### src/rtl/sad_result_ctrl.sv
// Arbiter/sequencer in front of the single-port SAD result SRAM: shares it between
// the datapath writer and host reader, and runs bulk clear and min-SAD search.
module sad_result_ctrl #(
    parameter int ADDR_W = 7,
    parameter int DATA_W = 32
) (
    input  logic              Clk,
    input  logic              Rst,
    input  logic              Wr_Valid,
    input  logic [ADDR_W-1:0] Wr_Addr,
    input  logic [DATA_W-1:0] Wr_Data,
    output logic              Wr_Ready,
    input  logic              Rd_Req,
    input  logic [ADDR_W-1:0] Rd_Addr,
    output logic              Rd_Ready,
    output logic              Rd_Valid,
    output logic [DATA_W-1:0] Rd_Data,
    input  logic              Srch_Start,
    input  logic [ADDR_W-1:0] Srch_Last,
    output logic              Srch_Busy,
    output logic              Srch_Done,
    output logic [DATA_W-1:0] Min_Value,
    output logic [ADDR_W-1:0] Min_Index,
    input  logic              Clr_Start,
    output logic              Clr_Busy,
    output logic              Clr_Done,
    output logic              Sram_En,
    output logic              Sram_RW,
    output logic [ADDR_W-1:0] Sram_Addr,
    output logic [DATA_W-1:0] Sram_DataIn,
    input  logic [DATA_W-1:0] Sram_DataOut
);

    typedef enum logic [1:0] {IDLE, SEARCH, CLEAR} state_t;
    typedef enum logic {GNT_WR, GNT_RD} grant_t;

    state_t            state, state_nxt;
    grant_t            last_grant;
    logic [ADDR_W-1:0] cnt;
    logic [ADDR_W-1:0] srch_last;
    logic              issue_done;
    logic              rcv_vld;
    logic              rcv_first;
    logic [ADDR_W-1:0] rcv_idx;
    logic [DATA_W-1:0] work_min;
    logic [ADDR_W-1:0] work_idx;

    logic              idle_ok, start_any, wr_gnt, rd_gnt;
    logic              srch_issue, clr_wr, srch_end, clr_end, take;
    logic [DATA_W-1:0] cand_val;
    logic [ADDR_W-1:0] cand_idx;

    always_comb begin
        idle_ok   = (state == IDLE) && !Rst;
        start_any = Clr_Start || Srch_Start;
        wr_gnt    = idle_ok && !start_any && Wr_Valid && (!Rd_Req || last_grant == GNT_RD);
        rd_gnt    = idle_ok && !start_any && Rd_Req && (!Wr_Valid || last_grant == GNT_WR);
        srch_issue = (state == SEARCH) && !issue_done && !Rst;
        clr_wr     = (state == CLEAR) && !Rst;
        srch_end   = (state == SEARCH) && rcv_vld && (rcv_idx == srch_last);
        clr_end    = (state == CLEAR) && (cnt == '1);

        // First datum seeds the minimum; strict less-than keeps the lowest index on ties
        take     = rcv_first || (Sram_DataOut < work_min);
        cand_val = take ? Sram_DataOut : work_min;
        cand_idx = take ? rcv_idx : work_idx;

        state_nxt = state;
        case (state)
            IDLE:    if (Clr_Start) state_nxt = CLEAR;
                     else if (Srch_Start) state_nxt = SEARCH;
            SEARCH:  if (srch_end) state_nxt = IDLE;
            CLEAR:   if (clr_end) state_nxt = IDLE;
            default: state_nxt = IDLE;
        endcase

        Sram_En     = 1'b0;
        Sram_RW     = 1'b0;
        Sram_Addr   = '0;
        Sram_DataIn = '0;
        if (wr_gnt) begin
            Sram_En     = 1'b1;
            Sram_RW     = 1'b1;
            Sram_Addr   = Wr_Addr;
            Sram_DataIn = Wr_Data;
        end else if (rd_gnt) begin
            Sram_En   = 1'b1;
            Sram_Addr = Rd_Addr;
        end else if (srch_issue) begin
            Sram_En   = 1'b1;
            Sram_Addr = cnt;
        end else if (clr_wr) begin
            Sram_En   = 1'b1;
            Sram_RW   = 1'b1;
            Sram_Addr = cnt;
        end
    end

    assign Wr_Ready  = wr_gnt;
    assign Rd_Ready  = rd_gnt;
    assign Rd_Data   = Sram_DataOut;
    assign Srch_Busy = (state == SEARCH);
    assign Clr_Busy  = (state == CLEAR);

    always_ff @(posedge Clk) begin
        if (Rst) begin
            state      <= IDLE;
            last_grant <= GNT_RD;
            cnt        <= '0;
            srch_last  <= '0;
            issue_done <= 1'b0;
            rcv_vld    <= 1'b0;
            rcv_first  <= 1'b0;
            rcv_idx    <= '0;
            work_min   <= '0;
            work_idx   <= '0;
            Rd_Valid   <= 1'b0;
            Srch_Done  <= 1'b0;
            Clr_Done   <= 1'b0;
            Min_Value  <= '0;
            Min_Index  <= '0;
        end else begin
            state     <= state_nxt;
            Rd_Valid  <= rd_gnt;
            Srch_Done <= srch_end;
            Clr_Done  <= clr_end;
            rcv_vld   <= srch_issue;
            rcv_idx   <= cnt;
            rcv_first <= (cnt == '0);
            if (wr_gnt)
                last_grant <= GNT_WR;
            else if (rd_gnt)
                last_grant <= GNT_RD;

            case (state)
                IDLE: begin
                    cnt        <= '0;
                    issue_done <= 1'b0;
                    if (Srch_Start && !Clr_Start)
                        srch_last <= Srch_Last;
                end
                SEARCH: begin
                    if (srch_issue) begin
                        if (cnt == srch_last)
                            issue_done <= 1'b1;
                        else
                            cnt <= cnt + 1'b1;
                    end
                end
                CLEAR:   cnt <= cnt + 1'b1;
                default: cnt <= '0;
            endcase

            if (rcv_vld) begin
                work_min <= cand_val;
                work_idx <= cand_idx;
            end
            if (srch_end) begin
                Min_Value <= cand_val;
                Min_Index <= cand_idx;
            end
        end
    end

endmodule

### config.mk
export PLATFORM = sky130hd
export DESIGN_NAME = sad_result_ctrl
export DESIGN_NICKNAME = d
export VERILOG_FILES = /design/src/rtl/sad_result_ctrl.sv
export SDC_FILE = /design/constraint.sdc
export NUM_CORES = 1
export LEC_CHECK = 0
export ABC_AREA = 1
export ABC_CLOCK_PERIOD_IN_PS = 2800
export CORE_MARGIN = 2
export CORE_UTILIZATION = 47
export CTS_CLUSTER_SIZE = 25
export DETAILED_ROUTE_END_ITERATION = 10
export PLACE_DENSITY = 0.82
export SLEW_MARGIN = 5
export SYNTH_ARGS = -nofsm -noshare
export SYNTH_HDL_FRONTEND = slang
export SYNTH_SLANG_ARGS = --single-unit
### constraint.sdc
create_clock -name Clk -period 2.8 [get_ports Clk]
set_input_delay 0.7 -clock Clk [delete_from_list [all_inputs] [get_ports Clk]]
set_output_delay 0.7 -clock Clk [all_outputs]
set_load 0.01 [all_outputs]
=== Yosys cells after proc, flatten, opt, wreduce, memory -nomap -nowiden ===
Cells that the tools add are included.

* Flip-flop bits (word level): 108
* Latch bits: 0
* Memory bits (writable): 0
* Memory bits (read-only): 0
* Input port bits: 91
* Output and inout bits: 119
* Logic and storage cells: 87
* Memories kept: 0

* Add/sub/neg operators: 1
* $mul: 0
* Divide/modulo/power cells: 0
* $lt $le $gt $ge: 1
* Equality and inequality tests: 11
* Shifts and indexed selects: 0
* Multiplexer cells: 27
* Bitwise gates (word level): 1
* Reduce and logical (&&, ||, !) cells: 31

{| class="wikitable"
|+ Operators with widths
! kind !! number
|-
| 32-bit 2-to-1 mux || 2
|-
| 7-bit 2-to-1 mux || 7
|-
| 32-bit less-than comparator || 1
|-
| 7-bit == test || 2
|-
| 7-bit one-hot mux with 2 select lines || 1
|-
| 1-bit logical AND || 13
|-
| 1-bit 2-to-1 mux || 11
|-
| 2-bit 2-to-1 mux || 4
|-
| 2-bit by 1-bit != test with 1-bit output (second input constant) || 4
|-
| 7-bit by 1-bit adder with 7-bit output (second input constant) || 1
|-
| 7-bit == test (second input constant) || 1
|-
| 7-bit zero test || 1
|-
| 1-bit zero test || 6
|-
| 2-bit one-hot mux with 3 select lines || 1
|-
| 3-bit AND reduction || 2
|-
| 1-bit logical OR || 4
|-
| 2-bit AND reduction || 2
|-
| 2-bit nonzero test || 2
|-
| 3-bit != test (second input constant) || 1
|-
| 2-bit by 1-bit == test with 1-bit output (second input constant) || 1
|-
| 2-bit == test (second input constant) || 1
|-
| 2-bit zero test || 1
|-
| 2-bit != test (second input constant) || 1
|-
| 1-bit one-hot mux with 2 select lines || 1
|-
| 1-bit inverter || 1
|}

=== Longest topological paths before layout ===
* Depth after elaboration: 7
* Depth in mapped cells: 19
* Gate-level depth less buffers: 17

=== Worst setup path after synthesis ===
Ideal clock, no wire load.

* Kind: input port to output port
* Start: in Srch_Start
* End: out Sram_Addr[5]
* Arrival time: 1.837 ns
* Data required time: 2.100 ns
* Slack: 0.263 ns
* Cell stages on the path: 8
* Buffers on the path: 1
* Cell sequence: nor3_1 -> nand2_1 -> nor2_2 -> inv_1 -> buf_2 -> o21ai_0 -> o21ai_0 -> o21ai_1

* Word-level cells in the longest chain between the ends: 7
* Elaborated cells on any way between the ends: 9
* Classes of those cells: mux (2); reduce/logical (7)

{| class="wikitable"
|+ Ends and longest elaborated chain
! what !! line !! text
|-
| start: declaration || 18 || <nowiki>input logic Srch_Start,</nowiki>
|-
| 1-bit logical OR || 55 || <nowiki>start_any = Clr_Start || Srch_Start;</nowiki>
|-
| 1-bit zero test || 57 || <nowiki>rd_gnt = idle_ok && !start_any && Rd_Req && (!Wr_Valid || last_grant == GNT_WR);</nowiki>
|-
| 1-bit logical AND (3 in series) || 57 ||
|-
| via Rd_Ready || 15 || <nowiki>output logic Rd_Ready,</nowiki>
|-
| 7-bit 2-to-1 mux || 86 || <nowiki>end else if (rd_gnt) begin</nowiki>
|-
| 7-bit 2-to-1 mux || 81 || <nowiki>if (wr_gnt) begin</nowiki>
|-
| end: declaration || 29 || <nowiki>output logic [ADDR_W-1:0] Sram_Addr,</nowiki>
|}

The timed path passes the listed nets, and every way through them passes these cells.

=== Worst setup path in the final report ===
* Start: reg state[0]
* End: out Sram_Addr[4]

* Word-level cells in the longest chain between the ends: 7
* Elaborated cells on any way between the ends: 16
* Classes of those cells: eq/ne (2); mux (4); reduce/logical (10)

{| class="wikitable"
|+ Ends and longest elaborated chain
! what !! line !! text
|-
| start: declaration || 37 || <nowiki>state_t state, state_nxt;</nowiki>
|-
| start signal: assignment || 123 || <nowiki>state <= state_nxt;</nowiki>
|-
| parallel branches: the longest is 6 deep, another holds 7-bit 2-to-1 mux || -- ||
|-
| 7-bit 2-to-1 mux * || 81 ||
|}

Every way passes the cells marked *.

==> results by group <==
Route
  – DRT iter0 DRCs: 563
  – Post-route ant nets: 0
  – Per-cell routed wire length: 13.2 um
  – WL final: 18500 um
  – Vias per inst: 4.90
  – Vias: 6859
  – DRC Markers: 0
  – DR pass1 iterations: 5

Worst hold path
  – Worst Hold Class: flip-flop to flip-flop
  – Hold path depth: 2

Final layout
  – Nets: ~1300
  – Most frequent cells in the layout: 183 x nand2_1, 180 x inv_1, 161 x clkdlybuf4s50_1
  – Non-Filler Instances: ~1400
  – Most common cell after layout, fill and taps aside: nand2_1
  – Design area: 0.00920 mm^2
  – Fill cell count: 1148
  – Share of layout cells above drive strength 1: 10.9%
  – Area growth from synthesis to layout: 42.2%

Critical path
  – Critical path depth: 11
  – R2R depth: 16
  – R2r setup slk: 0.65 ns
  – WP data required: between 2 and 2.5 ns
  – CP arrival: 1.98 ns
  – Buf/Inv on CP: 5
  – Crit. End Element: output pin
  – Setup CP Type: flip-flop to output pin
  – Top cell family by delay on the critical path: buffers and inverters
  – Crit-path cells: inv_2 -> ha_4 -> inv_2 -> nor3_4 -> nand2_2 -> nor2_4 -> clkinvlp_4 -> buf_6 -> o21ai_2 -> o21ai_1 -> buf_2
  – Worst Setup Start Kind: flip-flop
  – Worst path most repeated cell: inv_2
  – Slowest CP cell: dfxtp_2
  – CP max FO: 6
  – Critical path's largest stage delay: 0.33 ns

Pwr
  – Power Dens Cells: ~550 mW/mm^2
  – Total power: 5.05 mW
  – Leak: between 4 and 5 nW
  – Worst vdd ir: between 300 and 400 uV

Synth
  – Synth area leaders: dfxtp_1 33%, nand2_1 11%, inv_1 11%, nand3_1 9.8%, nor2_1 9.3%
  – Largest family of logic cells by synthesized area: simple AND/OR/NAND/NOR gates
  – Syn. warnings: 0
  – Post-Syn Area: roughly 0.0065 mm^2
  – Mux contribution to synthesized area: 0%
  – Synth Area in Compound Gates: 8.35%
  – Unique masters post-synth: 32
  – Avg Cell Area, Syn: around 6.4 um^2
  – Sequential fraction of the synthesis area: 33.4%
  – Ys flop type: dfxtp_1
  – Post-synth EDFFs: 0
  – Flops & latches, synth: 108
  – Cell count after synthesis: just over 1000
  – Share of the synthesized area in the top cell type: 33.4%
  – Post-synthesis adder-cell area fraction: 6.96%
  – Ys async rst share: 0%
  – Synth Area in XOR/XNOR: 0.677%
  – Post-synth top area cell: dfxtp_1
  – Simple-gate portion of the synthesized area: 32.6%
  – Net Count, Synth: 1143

Floorplan
  – CORE AREA: about 0.013 mm^2
  – DIE AREA: 0.0147 mm^2
  – Die W: 121 um
  – Die Y: 121 um
  – # rows: 42
  – Starting density of the core: approximately half
  – Io pins: 210

STA
  – Final setup viols: 0
  – Final period util: 95.8%
  – Relative slew slack: 23.8%
  – Worst clock skew: 0.00681 ns
  – Endpoints failing hold: 0
  – Worst Tran Pin Value: 1.14 ns
  – Setup TNS: 0 ns
  – Final Slew Violations: 0
  – Fmax: ~370 MHz
  – Fin worst setup slack: roughly 0.12 ns
  – Minimum clock period: 2.68 ns

Clock network
  – Clk root buf: clkbuf_16
  – CTS Buf Count: 9
  – Clk_lat worst skew: 0.35 ns
  – CTS tree: done
  – Clock Path Buffers: 2
  – CTS Sinks: 108
  – H-tree depth: 3
  – CTS clk-pin slew, worst paths: roughly 0.07 ns
  – # hold bufs at CTS: 0

Run status
  – Outcome: finished, final reports clean

GRT
  – Number of global-route vias before repair: 6456
  – Largest net degree at the start of global routing: 91
  – Antenna violations before repair: 1
  – First-pass GRT wire length: 29800 um
  – Gr usage total: around a quarter
  – GRT Residual Overflow: 0

Placed design
  – DP Cell Count: approximately 1400
  – Post-detail-place hpwl: approximately 13000 um
  – Gp weighted congestion: 0.864
  – Buffers on Ports: around 210
  – DP Area: 0.00878 mm^2
  – Pre-CTS setup slack: -0.666 ns

Job
  – Total of max-cap violations: 0
final timing paths:
check                           startpoint                   endpoint
setup / recovery     state[0]$_SDFFE_PP0P_               Sram_Addr[4]
hold / removal     last_grant$_SDFFE_PP1P_    last_grant$_SDFFE_PP1P_
setup reg to reg  work_min[5]$_SDFFE_PP0P_  Min_Index[3]$_SDFFE_PP0P_
hold reg to reg    last_grant$_SDFFE_PP1P_    last_grant$_SDFFE_PP1P_
cells by family after synthesis:
group | after synthesis
compound gates | 104
buf+inv | 263
xor+xnor | 5
simple gates | 500
flops | 108
fa+ha+maj | 36
stage by stage:
step | hold slack [ns] | utilization (%)
after floorplan | 0.429 | -
after global placement | 0.455 | 65.8
after detailed placement | 0.450 | 65.8
after CTS | 0.467 | 68.5
after global routing | 0.538 | 68.9
final | 0.504 | 68.9
flip-flops by register name, summed over array words and instances, names as in the netlist:
| name | flops |
|---|---|
| Clr_Done | 1 |
| Min_Index | 7 |
| Min_Value | 32 |
| Rd_Valid | 1 |
| Srch_Done | 1 |
| cnt | 7 |
| issue_done | 1 |
| last_grant | 1 |
| rcv_first | 1 |
| rcv_idx | 7 |
| rcv_vld | 1 |
| srch_last | 7 |
| state | 2 |
| work_idx | 7 |
| work_min | 32 |
cells in the mapped netlist (4+ instances only):
library cell  instances
buf_2                11
inv_1               184
buf_1                 6
a21oi_1              57
nand3_1             127
nand4_1               5
clkbuf_1             21
o21ai_0              37
nor3_1               12
xor2_1                5
dfxtp_1             108
nand2_1             185
ha_1                 36
buf_6                 4
nor2_1              160
buf_4                36
metal layers:
metal / track usage (%) / up-vias / part of all wire [%]
met3: 6.44 / 33 / 7.8
met4: 10.6 / 0 / 3.5
li1: - / 3526 / -
met1: 30.0 / 3032 / 42
met2: 42.0 / 268 / 47
met5: 0 / - / 0
worst min-delay path, delay by kind of cell (launching register included):
| family | cells | cell delay [ns] |
|---|---|---|
| and+or+nand+nor | 2 | 0.14 |
| DFF | 1 | 0.34 |
area by class of cell:
type,instances,area (um^2),area share (%)
inverters,185,694,7.55
well taps,176,220,2.39
clock buffers,11,253,2.75
flip-flops and latches,108,2170,23.5
diodes,1,2.50,0.0272
clock inverters,5,58.8,0.639
repair inverters,1,7.51,0.0816
repair buffers,269,2590,28.2
multi-input cells,645,3210,34.9
report_power, final:
group,internal (mW),switching [mW],leakage [nW]
combinational,0.799,1.10,3.39
sequential,1.73,0.105,0.877
clock,0.745,0.583,0.148
repair_timing:
item / CTS / global route
gates cloned: 1 / 0
buffers inserted: 1 / 4
pin swaps: 5 / 8
endpoints found under the setup margin: 43 / 46
resized for setup: 145 / 18
hold endpoints to repair: 0 / 0
Power figures use the tool's default switching activity.
